### config.mk
export PLATFORM = sky130hd
export DESIGN_NAME = cache_axi_ctl
export DESIGN_NICKNAME = d
export VERILOG_FILES = /design/src/rtl/cache_axi_ctl.sv
export SDC_FILE = /design/constraint.sdc
export NUM_CORES = 1
export LEC_CHECK = 0
export BUFFER_PORTS_ARGS = -buffer_cell sky130_fd_sc_hd__buf_2
export CORE_ASPECT_RATIO = 0.6
export CORE_MARGIN = 2
export CORE_UTILIZATION = 58
export DETAILED_ROUTE_END_ITERATION = 10
export HOLD_SLACK_MARGIN = 0.03
export PLACE_DENSITY = 0.85
export SETUP_SLACK_MARGIN = 0.3
export SLEW_MARGIN = 20
export SYNTH_ARGS = -nofsm -noshare
export SYNTH_HDL_FRONTEND = slang
export SYNTH_SLANG_ARGS = --single-unit
### constraint.sdc
create_clock -name clk -period 10.3 [get_ports clk]
set_clock_uncertainty 0.2 [all_clocks]
set_input_delay 1.545 -clock clk [delete_from_list [all_inputs] [get_ports clk]]
set_output_delay 1.545 -clock clk [all_outputs]
set_load 0.01 [all_outputs]
### src/rtl/cache_axi_ctl.sv
// Line-transfer responder: one 64-byte line per direction, moved as 8-beat AXI4 INCR bursts.
// Optional response checking is enabled by defining AXI_CTL_RESP_CHECK_EN.
module cache_axi_ctl (
    input  logic        clk,
    input  logic        rst,
    input  logic        req_i,
    input  logic        rw_i,
    input  logic [63:0] addr_i,
    input  logic        fifo_wen_i,
    input  logic [63:0] fifo_data_i,
    input  logic        fifo_done_i,
    output logic        done_o,
    output logic [63:0] data_o,
    output logic [2:0]  beat_idx_o,
    output logic        err_o,
    output logic        arvalid_o,
    input  logic        arready_i,
    output logic [63:0] araddr_o,
    output logic [7:0]  arlen_o,
    output logic [2:0]  arsize_o,
    output logic [1:0]  arburst_o,
    input  logic        rvalid_i,
    output logic        rready_o,
    input  logic [63:0] rdata_i,
    input  logic [1:0]  rresp_i,
    input  logic        rlast_i,
    output logic        awvalid_o,
    input  logic        awready_i,
    output logic [63:0] awaddr_o,
    output logic [7:0]  awlen_o,
    output logic [2:0]  awsize_o,
    output logic [1:0]  awburst_o,
    output logic        wvalid_o,
    input  logic        wready_i,
    output logic [63:0] wdata_o,
    output logic [7:0]  wstrb_o,
    output logic        wlast_o,
    input  logic        bvalid_i,
    output logic        bready_o,
    input  logic [1:0]  bresp_i
);

    typedef enum logic [2:0] {IDLE, AR, R, STREAM, AW, W, B, DONE} state_t;

    state_t      state, state_next;
    logic [63:0] rbuf [8];
    logic [63:0] wbuf [8];
    logic [3:0]  wcnt;
    logic [2:0]  rcnt;
    logic [2:0]  wptr;
    logic        is_write;
    logic [63:0] line_addr;
    logic        accept_rd, accept_wr, push;

    assign accept_rd = (state == IDLE) && req_i && !rw_i;
    assign accept_wr = (state == IDLE) && req_i && rw_i && (wcnt == 4'd8);
    assign push      = (state == IDLE) && fifo_wen_i && (wcnt != 4'd8);

    always_ff @(posedge clk) begin
        if (rst) state <= IDLE;
        else     state <= state_next;
    end

    always_comb begin
        state_next = state;
        case (state)
            IDLE:   if (accept_rd) state_next = AR;
                    else if (accept_wr) state_next = AW;
            AR:     if (arready_i) state_next = R;
            R:      if (rvalid_i && rcnt == 3'd7) state_next = STREAM;
            STREAM: if (rcnt == 3'd7) state_next = DONE;
            AW:     if (awready_i) state_next = W;
            W:      if (wready_i && wptr == 3'd7) state_next = B;
            B:      if (bvalid_i) state_next = DONE;
            DONE:   if (fifo_done_i) state_next = IDLE;
            default: state_next = IDLE;
        endcase
    end

    // rcnt wraps 7->0 on entering STREAM and is reused as the stream beat index.
    always_ff @(posedge clk) begin
        if (rst) begin
            wcnt      <= '0;
            rcnt      <= '0;
            wptr      <= '0;
            is_write  <= 1'b0;
            line_addr <= '0;
        end else begin
            if (push) wcnt <= wcnt + 4'd1;
            if (accept_rd || accept_wr) begin
                line_addr <= {addr_i[63:6], 6'b0};
                is_write  <= rw_i;
                rcnt      <= '0;
                wptr      <= '0;
            end
            if ((state == R && rvalid_i) || state == STREAM) rcnt <= rcnt + 3'd1;
            if (state == W && wready_i) wptr <= wptr + 3'd1;
            if (state == DONE && fifo_done_i && is_write) wcnt <= '0;
        end
    end

    always_ff @(posedge clk) begin
        if (push) wbuf[wcnt[2:0]] <= fifo_data_i;
        if (state == R && rvalid_i) rbuf[rcnt] <= rdata_i;
    end

    always_comb begin
        done_o     = 1'b0;
        data_o     = '0;
        beat_idx_o = '0;
        arvalid_o  = 1'b0;
        rready_o   = 1'b0;
        awvalid_o  = 1'b0;
        wvalid_o   = 1'b0;
        wdata_o    = '0;
        wlast_o    = 1'b0;
        bready_o   = 1'b0;
        araddr_o   = line_addr;
        awaddr_o   = line_addr;
        arlen_o    = 8'd7;
        awlen_o    = 8'd7;
        arsize_o   = 3'd3;
        awsize_o   = 3'd3;
        arburst_o  = 2'b01;
        awburst_o  = 2'b01;
        wstrb_o    = '1;
        case (state)
            AR:     arvalid_o = 1'b1;
            R:      rready_o  = 1'b1;
            STREAM: begin
                done_o     = 1'b1;
                data_o     = rbuf[rcnt];
                beat_idx_o = rcnt;
            end
            AW:     awvalid_o = 1'b1;
            W: begin
                wvalid_o = 1'b1;
                wdata_o  = wbuf[wptr];
                wlast_o  = (wptr == 3'd7);
            end
            B:      bready_o = 1'b1;
            DONE:   done_o   = is_write;
            default: ;
        endcase
    end

`ifdef AXI_CTL_RESP_CHECK_EN
    logic err;
    logic unused_rlast;
    assign unused_rlast = rlast_i;

    always_ff @(posedge clk) begin
        if (rst) err <= 1'b0;
        else if ((state == R && rvalid_i && rresp_i != 2'b00) ||
                 (state == B && bvalid_i && bresp_i != 2'b00))
            err <= 1'b1;
    end
    assign err_o = err;
`else
    logic unused_resp;
    assign unused_resp = ^{rlast_i, rresp_i, bresp_i};
    assign err_o = 1'b0;
`endif

    logic unused_addr;
    assign unused_addr = ^addr_i[5:0];

endmodule

==> results of run 1 <==
-- worst max-delay path by stage --
stage / from / endpoint / slack, ps / cells after the start
after floorplan: fifo_wen_i / wbuf[0][0] / 1700 / 2
after global placement: register / wdata_o[3] / 5770 / 5
after detailed placement: fifo_wen_i / wbuf[2][5] / 5710 / 5
after CTS: register / wdata_o[6] / 5000 / 5
after global routing: register / wdata_o[22] / 4880 / 5
final: register / wdata_o[8] / 5060 / 5
-- worst reg2reg max path, stage by stage (launching register included) --
cell and delay (ps):
dfxtp_1 560, inv_1 100, ha_1 210, nand3b_2 210, and3_1 290, nand2_1 290
nor3_2 870, buf_4 870
-- through the flow --
step	cells	total power, mW	instance area [um2]
CTS	3587	9.69	48400
global route	3597	9.93	48400
detailed placement	3410	6.16	45300
global placement	3410	6.10	45300
floorplan	2165	5.88	42700
finish	3601	9.62	48500
-- routing by layer --
metal	up-vias	routed length, um	GRT usage
li1	9141	-	-
met1	11300	35400	0.320
met2	1096	48900	0.422
met3	203	6280	0.0448
met4	6	3190	0.0971
met5	-	38	0
-- state kept, by name, summed over array words and instances, names as in the netlist, named ones only --
name,cells
rbuf,512
wbuf,512
araddr_o,58
wcnt,4
is_write,1
state,3
wptr,3
rcnt,3
-- final cells by class --
cell class	instances	share of cell area
inverters	8	0.000620
repair buffers	483	0.0522
diodes	14	0.000723
clock buffers	124	0.0524
flip-flops and latches	1102	0.667
clock inverters	53	0.0112
multi-input cells	842	0.190
well taps	975	0.0252
-- power groups by stage --
stage	Clock [mW]	Sequential [mW]	Combinational (mW)
4_1_cts	3.61	5.22	0.860
3_5_place_dp	0	5.31	0.852
6_report	3.55	5.22	0.855
2_1_floorplan	0	5.31	0.566
3_3_place_gp	0	5.28	0.819
5_1_grt	3.77	5.23	0.927
-- cells in the mapped netlist, types with 2 or more instances --
library cell,n
a22oi_1,3
conb_1,2
ha_1,6
nand2b_1,5
nand2_1,128
and2_1,4
mux2i_1,129
buf_2,37
a21oi_1,66
nand3_1,7
dfxtp_1,78
inv_1,7
mux4_2,256
nor3_1,8
buf_1,13
o31ai_1,2
a21o_1,2
nor2_1,149
edfxtp_1,1024
clkbuf_1,54
or2_2,2
and3_1,4
buf_4,108
o21ai_0,3
-- logic make-up (layout without fill, tap and decap cells) --
kind of cell | count (synthesis) | count (layout) | share of synthesized area
mux | 386 | 386 | 0.166
fa+ha+maj | 6 | 6 | 0.00176
simple gates | 317 | 317 | 0.0304
buf+inv | 221 | 668 | 0.0303
flops | 1102 | 1102 | 0.760
other cells | 2 | 61 | 0.000177
compound gates | 84 | 84 | 0.0111
xor+xnor | 2 | 2 | 0.000412
==> tab_implementation.tex, run 1 <==
\begin{tabular}{lr}
\hline
Metric & Value \\
\hline
\multicolumn{2}{l}{\textbf{Final layout}} \\
Area growth from synthesis to layout & 13.9\% \\
NumNets Final & 2746 \\
Most used cells in the layout excluding fill and tap cells & 1024 x edfxtp\_1, 450 x buf\_2, 256 x mux4\_2, 140 x nor2\_1, 129 x mux2i\_1 \\
Util after Layout & 0.671 \\
Area of the multi-input gates & 9220 um2 \\
Filler cells & 4446 \\
Most common cell after layout, fill and taps aside & edfxtp\_1 \\
Share of cells above drive strength 1 & 0.347 \\
Sequential standard cell area & 32300 um2 \\
\multicolumn{2}{l}{\textbf{STA}} \\
Share of the clock period used by the worst path after layout & 0.509 \\
RSZ-0062 raised after global routing & false \\
Transition at the pin with the smallest max-transition slack & 1050 ps \\
Count of final hold-check violations & 0 \\
Max-slew violations & 0 \\
Accumulated negative setup slack & 0 ps \\
Setup ws final & 5060 ps \\
Worst slew margin & 0.299 \\
Top achievable clock speed & 0.191 GHz \\
Number of setup violations in the final report & 0 \\
Final hold slack & 264 ps \\
Final worst path period need & 5240 ps \\
\multicolumn{2}{l}{\textbf{CTS}} \\
Total CTS buffers & 95 \\
Clock latency on the worst-skew pair & 660 ps \\
Clock transition at the registers of the reported paths & 70 ps \\
Count of cells resized by post-cts repair & 0 \\
CTS sink cnt & 1102 \\
Hold buffer count at cts & 0 \\
Number of setup buffers added after CTS & 0 \\
Buffers from clock root to sink, at most & 3 \\
Cell chosen for the clock root & clkbuf\_16 \\
H-tree depth & 3 \\
TritonCTS clock tree & yes \\
\multicolumn{2}{l}{\textbf{Detailed routing}} \\
Detail-routed net length per standard cell & 26.1 um \\
Antenna Violating Nets Remaining & 0 \\
1st-iter DRT viols & 1915 \\
Post-route DRC violation count & 0 \\
Post-detailed-route via-to-cell ratio & 6.05 \\
Final Routed Wirelength & 93900 um \\
Number of detailed-routing iterations run before antenna repair & 5 \\
Total number of vias & 21800 \\
\multicolumn{2}{l}{\textbf{Placement}} \\
Count of port buffers added during placement & 450 \\
Setup WS pre-CTS & 5710 ps \\
Routability congestion estimate from global placement & 0.921 \\
Post-detail-place hpwl & 52200 um \\
\multicolumn{2}{l}{\textbf{Critical path}} \\
Max incr delay on CP & 950 ps \\
Launch point of the worst reg-to-reg path & wcnt[1] \\
Worst reg-to-reg path cell count & 7 \\
Launching element type of the critical path & register \\
Cell with the largest stage delay on the worst path & dfxtp\_4 \\
CP Capture Type & output pin \\
Crit path buf inv count & 2 \\
Critical path data arrival time & 3500 ps \\
FF-to-FF End & wbuf[2][21] \\
Worst reg-to-reg setup slack & 6240 ps \\
Critical path fanouts, max & 66 \\
Family with the most delay on the worst path & buffers and inverters \\
Category of the most critical setup path & register to output pin \\
Worst Path Required & 8560 ps \\
List of cells traversed by the critical path & buf\_4 > mux4\_2 > mux2i\_1 > nor2\_1 > buf\_2 \\
\multicolumn{2}{l}{\textbf{Power and ir drop}} \\
Cell internal pwr & 7.42 mW \\
Power Dens Cells & 199 nW/um2 \\
Leak & 16.0 nW \\
Combinational share of power & 0.089 \\
Switching share of power & 0.229 \\
Largest vdd supply drop & 0.178 mV \\
Switching power total & 2.20 mW \\
Share of total power in the clock network & 0.369 \\
Sequential power share & 0.542 \\
\multicolumn{2}{l}{\textbf{Floorplan}} \\
Initial Util & 0.589 \\
Overall die width & 354 um \\
IO Count & 509 \\
Vertical die dimension & 214 um \\
Core area & 72200 um2 \\
Die ar. & 75600 um2 \\
Standard-cell row count & 76 \\
\multicolumn{2}{l}{\textbf{Min path}} \\
Hold/Removal Path Class & register to register \\
Hold worst-path end & araddr\_o[25] \\
Launch point of the worst hold path & araddr\_o[25] \\
Hold Path Cell Cnt & 2 \\
\multicolumn{2}{l}{\textbf{Global route}} \\
Largest net degree at the start of global routing & 115 \\
First-pass GRT wire length & 138000 um \\
Antenna violations before repair & 16 \\
Remaining global-route overflow & 0 \\
Number of global-route vias before repair & 22300 \\
Overall routing resource usage & 0.247 \\
\multicolumn{2}{l}{\textbf{Flow run}} \\
Reported max-cap violation count & 0 \\
\multicolumn{2}{l}{\textbf{Synthesis}} \\
Most frequently used flop master after synthesis & edfxtp\_1 \\
Gate Count Post-Synth & 2120 \\
Sequential area share after synthesis & 0.760 \\
Area of the mapped netlist & 42500 um2 \\
Share of Yosys cell area claimed by the top area cell type & 0.723 \\
Seq cells post-synth & 1102 \\
Synthesis warning total & 0 \\
EDFF count, synth & 1024 \\
Synth top area cells & edfxtp\_1 72\%, mux4\_2 14\%, dfxtp\_1 3.7\%, mux2i\_1 3.0\%, buf\_4 1.9\% \\
Post-synthesis cell type with the largest combined area & edfxtp\_1 \\
Count of different cell masters after synthesis & 47 \\
Async SR Flop Fraction & 0 \\
Average cell area after synthesis & 20.1 um2 \\
\multicolumn{2}{l}{\textbf{Run status}} \\
Result of the run & completed \\
\hline
\end{tabular}
Note: power is estimated with default switching activity, not from simulation.
==> inputs of run 2 (changes only) <==
- clock period: 10.3 -> 5.27 ns (I/O delays scaled with it)
==> run 2 against run 1 <==
Via count increased by 0.81%; highest routed layer unchanged; core utilization is 0.36 points higher; global-route usage grew 0.32 points; sequential power is 95% higher; combinational power is 95% higher; critical path depth grew 1; clock power rose by 95%; setup slack lost 3800 ps.
==> tab_implementation.tex, run 2 (synthesized netlist as in run 1, its figures left out) <==
\begin{tabular}{lr}
\hline
Metric & Value \\
\hline
\multicolumn{2}{l}{\textbf{Run status}} \\
Result of the run & completed \\
\multicolumn{2}{l}{\textbf{Critical path}} \\
Worst reg-to-reg setup slack & 1770 ps \\
Launching element type of the critical path & register \\
Critical path fanouts, max & 26 \\
Critical path data arrival time & 3050 ps \\
Category of the most critical setup path & register to output pin \\
Worst Path Required & 4280 ps \\
CP Capture Type & output pin \\
\multicolumn{2}{l}{\textbf{Floorplan}} \\
Standard-cell row count & 76 \\
Vertical die dimension & 214 um \\
Initial Util & 0.589 \\
Die ar. & 75600 um2 \\
Overall die width & 354 um \\
IO Count & 509 \\
Core area & 72200 um2 \\
\multicolumn{2}{l}{\textbf{Power and ir drop}} \\
Largest vdd supply drop & 0.312 mV \\
Leak & 16.1 nW \\
Power Dens Cells & 386 nW/um2 \\
Power consumption & 18.8 mW \\
\multicolumn{2}{l}{\textbf{Placement}} \\
Count of port buffers added during placement & 450 \\
Post-detail-place hpwl & 54400 um \\
Dpl cell area & 45600 um2 \\
Setup WS pre-CTS & 1750 ps \\
Routability congestion estimate from global placement & 0.897 \\
\multicolumn{2}{l}{\textbf{Final layout}} \\
NumNets Final & 2755 \\
Area of the multi-input gates & 9250 um2 \\
Share of cells above drive strength 1 & 0.348 \\
Most used cells in the layout excluding fill and tap cells & 1024 x edfxtp\_1, 450 x buf\_2, 256 x mux4\_2, 140 x nor2\_1, 129 x mux2i\_1 \\
Sequential standard cell area & 32300 um2 \\
Most common cell after layout, fill and taps aside & edfxtp\_1 \\
Post-route cell area & 48700 um2 \\
Filler cells & 4360 \\
Area growth from synthesis to layout & 14.5\% \\
\multicolumn{2}{l}{\textbf{Global route}} \\
Number of global-route vias before repair & 22300 \\
Overall routing resource usage & 0.250 \\
Largest net degree at the start of global routing & 104 \\
Remaining global-route overflow & 0 \\
Antenna violations before repair & 16 \\
First-pass GRT wire length & 139000 um \\
\multicolumn{2}{l}{\textbf{Detailed routing}} \\
Detail-routed net length per standard cell & 26.6 um \\
Number of detailed-routing iterations run before antenna repair & 5 \\
Post-route DRC violation count & 0 \\
Post-detailed-route via-to-cell ratio & 6.08 \\
Final Routed Wirelength & 95900 um \\
1st-iter DRT viols & 2288 \\
Antenna Violating Nets Remaining & 0 \\
Total number of vias & 22000 \\
\multicolumn{2}{l}{\textbf{STA}} \\
RSZ-0062 raised after global routing & false \\
Transition at the pin with the smallest max-transition slack & 1140 ps \\
Setup ws final & 1230 ps \\
Worst slew margin & 0.241 \\
Top achievable clock speed & 0.247 GHz \\
Accumulated negative setup slack & 0 ps \\
Max-slew violations & 0 \\
Share of the clock period used by the worst path after layout & 0.767 \\
Count of final hold-check violations & 0 \\
Number of setup violations in the final report & 0 \\
Final worst path period need & 4040 ps \\
Final hold slack & 130 ps \\
\multicolumn{2}{l}{\textbf{CTS}} \\
Clock transition at the registers of the reported paths & 60 ps \\
Number of setup buffers added after CTS & 0 \\
Count of cells resized by post-cts repair & 0 \\
TritonCTS clock tree & yes \\
Clock latency on the worst-skew pair & 700 ps \\
Cell chosen for the clock root & clkbuf\_16 \\
Hold buffer count at cts & 0 \\
CTS sink cnt & 1102 \\
Buffers from clock root to sink, at most & 3 \\
H-tree depth & 3 \\
Total CTS buffers & 94 \\
\multicolumn{2}{l}{\textbf{Min path}} \\
Hold/Removal Path Class & input port to register \\
\multicolumn{2}{l}{\textbf{Flow run}} \\
Reported max-cap violation count & 0 \\
\hline
\end{tabular}
-- run 2: cell types whose count changed in the layout (fill, tap and decap cells not counted), sizes merged --
cell / previous run / this run
clkbuf: 124 / 118
clkinv: 33 / 42
diode: 14 / 16
buf: 483 / 493
clkinvlp: 5 / 1
-- run 2: layout make-up --
type	count	share of cell area
inverters	8	0.000616
well taps	975	0.0250
clock buffers	118	0.0508
flip-flops and latches	1102	0.664
repair buffers	493	0.0570
clock inverters	58	0.0121
diodes	16	0.000822
multi-input cells	842	0.190
-- run 2: stage by stage --
| stage | std cells | utilization |
|---|---|---|
| 6_report | 3612 | 0.675 |
| 5_1_grt | 3609 | 0.675 |
| 4_1_cts | 3594 | 0.674 |
| 3_5_place_dp | 3418 | 0.631 |
| 3_3_place_gp | 3418 | 0.631 |
| 2_1_floorplan | 2165 | - |
-- run 2: final timing paths --
path                                   start            to  depth (start not counted)
worst max-delay path                register    data_o[56]                          6
worst min-delay path              addr_i[63]  araddr_o[63]                          3
worst max register to register       wcnt[0]   wbuf[7][15]                          7
worst min register to register  araddr_o[54]  araddr_o[54]                          2
-- run 2: metal layers --
layer  GRT usage  part of all wire  wire (um)  vias up
met5           0           0.00043         41        -
met4      0.0848             0.030       2890        6
met1       0.327              0.38      36200    11500
met3      0.0452             0.071       6790      188
li1            -                 -          -     9164
met2       0.431              0.52      50000     1097
-- run 2: worst max-delay path: stages, from the launching register on --
cell and delay [ps]:
dfxtp_4 660, buf_12 300, buf_12 270, mux4_2 560, mux2i_1 240, nor2_1 60, buf_2 180
-- run 2: where the power goes --
part / switching (mW) / total [mW] / internal, mW
combinational: 1.01 / 1.67 / 0.664
sequential: 0.194 / 10.2 / 10.0
clock: 3.17 / 6.94 / 3.77
total: 4.37 / 18.8 / 14.4
